**src/rtl/game_session_ctrl_if.sv**
```systemverilog
// Signal bundle between the sudoku session sequencer and its environment.
// The master side drives buttons, board events and stopwatch time; the slave side is the sequencer.
interface game_session_ctrl_if;
  logic       start_btn;
  logic       pause_btn;
  logic       board_solved;
  logic       err_pulse;
  logic [5:0] sw_seconds;
  logic [4:0] sw_minutes;
  logic       sw_run;
  logic       sw_clear;
  logic [2:0] state;
  logic [3:0] errors;
  logic [4:0] best_min;
  logic [5:0] best_sec;
  logic       best_valid;
  logic       new_record;

  modport master (
    output start_btn, pause_btn, board_solved, err_pulse, sw_seconds, sw_minutes,
    input  sw_run, sw_clear, state, errors, best_min, best_sec, best_valid, new_record
  );

  modport slave (
    input  start_btn, pause_btn, board_solved, err_pulse, sw_seconds, sw_minutes,
    output sw_run, sw_clear, state, errors, best_min, best_sec, best_valid, new_record
  );
endinterface

```
**src/rtl/game_session_ctrl.sv**
```systemverilog
// Session sequencer for the sudoku game: stopwatch run/clear, time and mistake limits.
// Best-time tracking is built only when GAME_SESSION_BEST_TIME_EN is defined.
module game_session_ctrl #(
  parameter int LIMIT_MIN  = 30,
  parameter int MAX_ERRORS = 3,
  parameter int CLR_CYCLES = 2
) (
  input  logic               clk,
  input  logic               reset,
  game_session_ctrl_if.slave bus
);

  typedef enum logic [2:0] {
    ST_IDLE    = 3'd0,
    ST_CLEAR   = 3'd1,
    ST_PLAYING = 3'd2,
    ST_PAUSED  = 3'd3,
    ST_WON     = 3'd4,
    ST_LOST    = 3'd5
  } state_t;

  localparam logic [4:0] LIMIT_MIN_C = 5'(LIMIT_MIN);
  localparam logic [3:0] MAX_ERR_C   = 4'(MAX_ERRORS);
  localparam logic [3:0] CLR_LOAD_C  = 4'(CLR_CYCLES - 1);

  state_t     state_r;
  state_t     state_nx_s;
  logic [3:0] clr_cnt_r;
  logic [3:0] clr_cnt_nx_s;
  logic [3:0] errors_r;
  logic [3:0] errors_nx_s;
  logic [3:0] err_inc_s;
  logic       sw_run_r;
  logic       sw_clear_r;
  logic       start_q_r;
  logic       pause_q_r;
  logic       start_ev_s;
  logic       pause_ev_s;
  logic       limit_hit_s;
  logic       enter_clear_s;
  logic       win_s;

  assign start_ev_s  = bus.start_btn & ~start_q_r;
  assign pause_ev_s  = bus.pause_btn & ~pause_q_r;
  assign limit_hit_s = (bus.sw_minutes >= LIMIT_MIN_C);
  assign err_inc_s   = errors_r + 4'd1;

  // A restart only wins in PLAYING when no higher-priority event is present.
  always_comb begin
    case (state_r)
      ST_IDLE, ST_PAUSED, ST_WON, ST_LOST: enter_clear_s = start_ev_s;
      ST_PLAYING: enter_clear_s = start_ev_s & ~bus.board_solved & ~limit_hit_s & ~bus.err_pulse;
      default:    enter_clear_s = 1'b0;
    endcase
  end

  // Next-state and next-counter logic.
  always_comb begin
    state_nx_s   = state_r;
    clr_cnt_nx_s = clr_cnt_r;
    errors_nx_s  = errors_r;
    win_s        = 1'b0;
    case (state_r)
      ST_IDLE: begin
        if (enter_clear_s) begin
          state_nx_s = ST_CLEAR;
        end else begin
          state_nx_s = ST_IDLE;
        end
      end
      ST_CLEAR: begin
        if (clr_cnt_r == 4'd0) begin
          state_nx_s = ST_PLAYING;
        end else begin
          state_nx_s   = ST_CLEAR;
          clr_cnt_nx_s = clr_cnt_r - 4'd1;
        end
      end
      ST_PLAYING: begin
        if (bus.board_solved) begin
          state_nx_s = ST_WON;
          win_s      = 1'b1;
        end else if (limit_hit_s) begin
          state_nx_s = ST_LOST;
        end else if (bus.err_pulse) begin
          errors_nx_s = err_inc_s;
          if (err_inc_s == MAX_ERR_C) begin
            state_nx_s = ST_LOST;
          end else begin
            state_nx_s = ST_PLAYING;
          end
        end else if (enter_clear_s) begin
          state_nx_s = ST_CLEAR;
        end else if (pause_ev_s) begin
          state_nx_s = ST_PAUSED;
        end else begin
          state_nx_s = ST_PLAYING;
        end
      end
      ST_PAUSED: begin
        if (enter_clear_s) begin
          state_nx_s = ST_CLEAR;
        end else if (pause_ev_s) begin
          state_nx_s = ST_PLAYING;
        end else begin
          state_nx_s = ST_PAUSED;
        end
      end
      ST_WON: begin
        if (enter_clear_s) begin
          state_nx_s = ST_CLEAR;
        end else begin
          state_nx_s = ST_WON;
        end
      end
      ST_LOST: begin
        if (enter_clear_s) begin
          state_nx_s = ST_CLEAR;
        end else begin
          state_nx_s = ST_LOST;
        end
      end
      default: begin
        state_nx_s = ST_IDLE;
      end
    endcase
  end

  // State, counters and stopwatch controls; run/clear are decoded from the next state
  // so they line up with the registered state.
  always_ff @(posedge clk) begin
    if (reset) begin
      state_r    <= ST_IDLE;
      clr_cnt_r  <= 4'd0;
      errors_r   <= 4'd0;
      sw_run_r   <= 1'b0;
      sw_clear_r <= 1'b0;
      start_q_r  <= 1'b1;
      pause_q_r  <= 1'b1;
    end else begin
      state_r    <= state_nx_s;
      sw_run_r   <= (state_nx_s == ST_PLAYING);
      sw_clear_r <= (state_nx_s == ST_CLEAR);
      start_q_r  <= bus.start_btn;
      pause_q_r  <= bus.pause_btn;
      if (enter_clear_s) begin
        clr_cnt_r <= CLR_LOAD_C;
        errors_r  <= 4'd0;
      end else begin
        clr_cnt_r <= clr_cnt_nx_s;
        errors_r  <= errors_nx_s;
      end
    end
  end

  assign bus.state    = state_r;
  assign bus.sw_run   = sw_run_r;
  assign bus.sw_clear = sw_clear_r;
  assign bus.errors   = errors_r;

`ifdef GAME_SESSION_BEST_TIME_EN
  logic [4:0]  best_min_r;
  logic [5:0]  best_sec_r;
  logic        best_valid_r;
  logic        new_record_r;
  logic [10:0] captured_s;

  assign captured_s = {bus.sw_minutes, bus.sw_seconds};

  // Best solve time; a tie with the stored best is not a record.
  always_ff @(posedge clk) begin
    if (reset) begin
      best_min_r   <= 5'd0;
      best_sec_r   <= 6'd0;
      best_valid_r <= 1'b0;
      new_record_r <= 1'b0;
    end else if (enter_clear_s) begin
      new_record_r <= 1'b0;
    end else if (win_s) begin
      if (!best_valid_r || (captured_s < {best_min_r, best_sec_r})) begin
        best_min_r   <= bus.sw_minutes;
        best_sec_r   <= bus.sw_seconds;
        best_valid_r <= 1'b1;
        new_record_r <= 1'b1;
      end else begin
        new_record_r <= 1'b0;
      end
    end else begin
      new_record_r <= new_record_r;
    end
  end

  assign bus.best_min   = best_min_r;
  assign bus.best_sec   = best_sec_r;
  assign bus.best_valid = best_valid_r;
  assign bus.new_record = new_record_r;
`else
  assign bus.best_min   = 5'd0;
  assign bus.best_sec   = 6'd0;
  assign bus.best_valid = 1'b0;
  assign bus.new_record = 1'b0;
`endif

endmodule

```
**src/flat_wrapper.sv**
```systemverilog
// flat-port wrapper written by rule: the top's interface ports become plain ports
module game_session_ctrl_flat 
#(
  parameter int LIMIT_MIN  = 30,
  parameter int MAX_ERRORS = 3,
  parameter int CLR_CYCLES = 2
)
  (clk, reset, bus_start_btn, bus_pause_btn, bus_board_solved, bus_err_pulse, bus_sw_seconds, bus_sw_minutes, bus_sw_run, bus_sw_clear, bus_state, bus_errors, bus_best_min, bus_best_sec, bus_best_valid, bus_new_record);
  game_session_ctrl_if bus_i ();
  input  logic clk;
  input  logic reset;
  input wire logic [$bits(bus_i.start_btn)-1:0] bus_start_btn;
  input wire logic [$bits(bus_i.pause_btn)-1:0] bus_pause_btn;
  input wire logic [$bits(bus_i.board_solved)-1:0] bus_board_solved;
  input wire logic [$bits(bus_i.err_pulse)-1:0] bus_err_pulse;
  input wire logic [$bits(bus_i.sw_seconds)-1:0] bus_sw_seconds;
  input wire logic [$bits(bus_i.sw_minutes)-1:0] bus_sw_minutes;
  output wire logic [$bits(bus_i.sw_run)-1:0] bus_sw_run;
  output wire logic [$bits(bus_i.sw_clear)-1:0] bus_sw_clear;
  output wire logic [$bits(bus_i.state)-1:0] bus_state;
  output wire logic [$bits(bus_i.errors)-1:0] bus_errors;
  output wire logic [$bits(bus_i.best_min)-1:0] bus_best_min;
  output wire logic [$bits(bus_i.best_sec)-1:0] bus_best_sec;
  output wire logic [$bits(bus_i.best_valid)-1:0] bus_best_valid;
  output wire logic [$bits(bus_i.new_record)-1:0] bus_new_record;
  assign bus_i.start_btn = bus_start_btn;
  assign bus_i.pause_btn = bus_pause_btn;
  assign bus_i.board_solved = bus_board_solved;
  assign bus_i.err_pulse = bus_err_pulse;
  assign bus_i.sw_seconds = bus_sw_seconds;
  assign bus_i.sw_minutes = bus_sw_minutes;
  assign bus_sw_run = bus_i.sw_run;
  assign bus_sw_clear = bus_i.sw_clear;
  assign bus_state = bus_i.state;
  assign bus_errors = bus_i.errors;
  assign bus_best_min = bus_i.best_min;
  assign bus_best_sec = bus_i.best_sec;
  assign bus_best_valid = bus_i.best_valid;
  assign bus_new_record = bus_i.new_record;
  game_session_ctrl #(.LIMIT_MIN(LIMIT_MIN), .MAX_ERRORS(MAX_ERRORS), .CLR_CYCLES(CLR_CYCLES)) u_core (.clk(clk), .reset(reset), .bus(bus_i));
endmodule
```
**config.mk**
```make
export PLATFORM = sky130hd
export DESIGN_NAME = game_session_ctrl_flat
export DESIGN_NICKNAME = d
export VERILOG_FILES = /design/src/rtl/game_session_ctrl_if.sv /design/src/rtl/game_session_ctrl.sv /design/src/flat_wrapper.sv
export SDC_FILE = /design/constraint.sdc
export NUM_CORES = 1
export LEC_CHECK = 0
export BUFFER_PORTS_ARGS = -buffer_cell sky130_fd_sc_hd__clkbuf_2
export CAP_MARGIN = 15
export CORE_ASPECT_RATIO = 1.4
export CORE_UTILIZATION = 34
export DETAILED_ROUTE_END_ITERATION = 6
export SETUP_SLACK_MARGIN = 0.2
export SLEW_MARGIN = 10
export SYNTH_ARGS = -nofsm -noshare
export SYNTH_HDL_FRONTEND = slang
export SYNTH_SLANG_ARGS = --single-unit
```
**constraint.sdc**
```tcl
create_clock -name clk -period 1.6 [get_ports clk]
set_clock_uncertainty 0.2 [all_clocks]
set_input_delay 0.32 -clock clk [delete_from_list [all_inputs] [get_ports clk]]
set_output_delay 0.32 -clock clk [all_outputs]
set_load 0.005 [all_outputs]
```
==> impl_metrics.env <==
export IMPL_synth_area_um2=912
export IMPL_port_buffers=18
export IMPL_ctsHoldBuffers=0
export IMPL_final_common_cell="buf_4"
export IMPL_num_antenna_cells=0
export IMPL_critPathKind="flop to flop"
export IMPL_cts_root_buf="clkbuf_4"
export IMPL_multi_input_area_um2=618
export IMPL_crit_start="u_core.bus.errors[0]"
export IMPL_via_count=844
export IMPL_violations="negative setup slack"
export IMPL_worstReg2RegEnd="u_core.bus.sw_clear"
export IMPL_cp_arrival_ns=1.72
export IMPL_synth_ff_type="dfxtp_1"
export IMPL_first_pass_iters=4
export IMPL_numCtsBuffers=3
export IMPL_die_h_um=63.3
export IMPL_final_antenna_net_count=0
export IMPL_maxSlewViolCount=0
export IMPL_holdCritPathClass="input port to flop"
export IMPL_crit_fanout=4
export IMPL_initial_core_util_pct=36.9
export IMPL_clk_pin_slew_ns=0.09
export IMPL_layout_drive_gt1_share_pct=52.3
export IMPL_drt_iter0_drc=9
export IMPL_grt_pass1_vias=821
export IMPL_finish_utilization_pct=56.2
export IMPL_rsz0062_at_grt="true"
export IMPL_antenna_found_initial=0
export IMPL_grt_use_total_pct=15.1
export IMPL_io_pins=39
export IMPL_dieArea_um2=2900
export IMPL_tritoncts="done"
export IMPL_routed_wl_mm=2.09
export IMPL_setup_tns_ns=-0.491
export IMPL_crit_path_end="u_core.bus.sw_clear"
export IMPL_dp_slack_ns=-0.186
export IMPL_register_area_um2=318
export IMPL_cap_violations=0
export IMPL_synth_fa_ha_area_share_pct=4.12
export IMPL_fin_crit_ns=1.73
export IMPL_fp_coreArea_um2=2470
export IMPL_placed_area_um2=1240
export IMPL_dpl_hpwl_mm=1.56
export IMPL_layout_common_cells="buf_4 (25), clkbuf_2 (15), conb_1 (13)"
export IMPL_finalSetupViolCount=11
export IMPL_nFillCells=259
export IMPL_r2r_start="u_core.bus.errors[0]"
export IMPL_gp_congestion=0.816
export IMPL_fin_area_um2=1390
export IMPL_hold_viol=0
export IMPL_wl_per_cell_um=11.1
export IMPL_grt_pass1_wl_mm=3.28
export IMPL_critPathLaunchType="flop"
export IMPL_status="finished with violations"
export IMPL_rrSetupSlack_ns=-0.13
export IMPL_worstSetupEndpointType="flop"
export IMPL_synth_xor_area_share_pct=5.76
export IMPL_cp_required_ns=1.59
export IMPL_overflow=0
export IMPL_synth_compound_area_share_pct=14.0
export IMPL_ys_warn_count=0
export IMPL_clock_fmax_ghz=0.578
export IMPL_timing_final_ws_setup_ns=-0.129
export IMPL_rows=21
export IMPL_synth_edff_count=0
export IMPL_synth_top_area_cell="dfxtp_1"
export IMPL_drc=0
export IMPL_synth_top_family_by_area="simple AND/OR/NAND/NOR gates"
export IMPL_die_x_um=45.8
export IMPL_ctsHtreeMaxLevel=1
export IMPL_peakVddDrop_v=0.000494
export IMPL_ff2ff_path_depth=6
export IMPL_synthCells=102
export IMPL_netlist_area_leader_share_pct=32.9
export IMPL_yosys_top_cells_area="dfxtp_1 (33%), buf_4 (12%), ha_1 (4.1%), nor3b_2 (4.1%), xnor2_1 (3.8%)"
export IMPL_power_density_nw_per_um2=564
export IMPL_grt_max_degree=9
export IMPL_avgViaCountPerCell=4.51
export IMPL_ys_seq_area_share_pct=32.9
export IMPL_clock_sinks=15
export IMPL_period_share_pct=108
export IMPL_nets=174
export IMPL_hold_ws_ns=0.0315
export IMPL_p_leak_uw=0.000608
export IMPL_async_flop_share_pct=0
export IMPL_synth_area_mux_share_pct=1.23
export IMPL_yosys_register_bits=15
export IMPL_syn_area_per_cell_um2=8.94
export IMPL_syn2layout_area_growth_pct=52.1
export IMPL_synth_distinct_cells=36
export IMPL_yosys_area_share_simple_pct=28.0
export IMPL_cts_buffer_depth=2
export IMPL_insertion_delay_ns=0.29
## through the flow
| stage | power [µW] | std cells |
|---|---|---|
| floorplan | 506 | 114 |
| global placement | 553 | 178 |
| detailed placement | 557 | 178 |
| CTS | 786 | 185 |
| global route | 821 | 187 |
| finish | 783 | 187 |
## critical path, stage by stage, from the launching register on
cell,delay (ns)
dfxtp_4,0.37
ha_4,0.17
a21boi_2,0.15
a21oi_2,0.14
o22ai_2,0.11
a211oi_2,0.26
and4b_1,0.23
## state kept, by name, indices dropped and copies added (netlist names)
name                 cells
u_core.bus.errors        4
u_core.bus.sw_run        1
u_core.bus.state         3
u_core.pause_q_r         1
u_core.bus.sw_clear      1
u_core.clr_cnt_r         4
u_core.start_q_r         1
## power by group
| part | internal, µW | switching, µW | total (µW) |
|---|---|---|---|
| Sequential | 382 | 10.8 | 393 |
| Clock | 97.1 | 128 | 225 |
| Combinational | 93.9 | 70.7 | 165 |
| Total | 573 | 210 | 783 |
## layer usage
metal | part of all wire (%) | up-vias | GRT usage (%)
met5 | 0 | - | 0
met1 | 40 | 390 | 16.8
met4 | 1.7 | 0 | 6.62
met2 | 55 | 19 | 27.0
li1 | - | 430 | -
met3 | 3.1 | 5 | 2.01
## final cells by class
class	instances	share of cell area (%)
well taps	34	3.07
clock buffers	4	1.89
flip-flops and latches	15	22.9
repair buffers	49	26.2
multi-input cells	80	44.5
inverters	5	1.35
## logic make-up after synthesis
logic type	after synthesis
AOI/OAI and AO/OA	18
and+or+nand+nor	39
other	1
xor gates and xnor gates	6
buffers and inverters	19
muxes	1
adders and majority gates	3
DFF	15
## Yosys cell counts (2+ instances only)
library cell and count:
nor3b_2 3, nand4_1 2, ha_1 3, nand2_1 5, a21oi_1 5, xor2_1 2
xnor2_1 4, and2b_1 3, or2_2 2, nand2b_1 4, buf_4 14, a21boi_1 2
a211oi_1 3, inv_1 5, nor2_1 9, dfxtp_1 15, nor3_1 2
## worst min-delay path by stage
stage / startpoint / to / slack (ns) / cells after the start
floorplan: reset / u_core.clr_cnt_r[0] / 0.18 / 1
global placement: u_core.clr_cnt_r[2] / u_core.clr_cnt_r[2] / 0.30 / 2
detailed placement: u_core.clr_cnt_r[2] / u_core.clr_cnt_r[2] / 0.32 / 2
CTS: bus_start_btn / u_core.start_q_r / 0.04 / 2
global route: bus_start_btn / u_core.start_q_r / 0.03 / 2
finish: bus_start_btn / u_core.start_q_r / 0.03 / 2
## repair_timing
| action | in CTS | in global routing |
|---|---|---|
| endpoints found under the setup margin | 19 | 19 |
| pin swaps | 9 | 10 |
| resized for setup | 7 | 14 |
| buffers inserted | 3 | 2 |
| cloned | 0 | 0 |
Power figures use the tool's default switching activity.
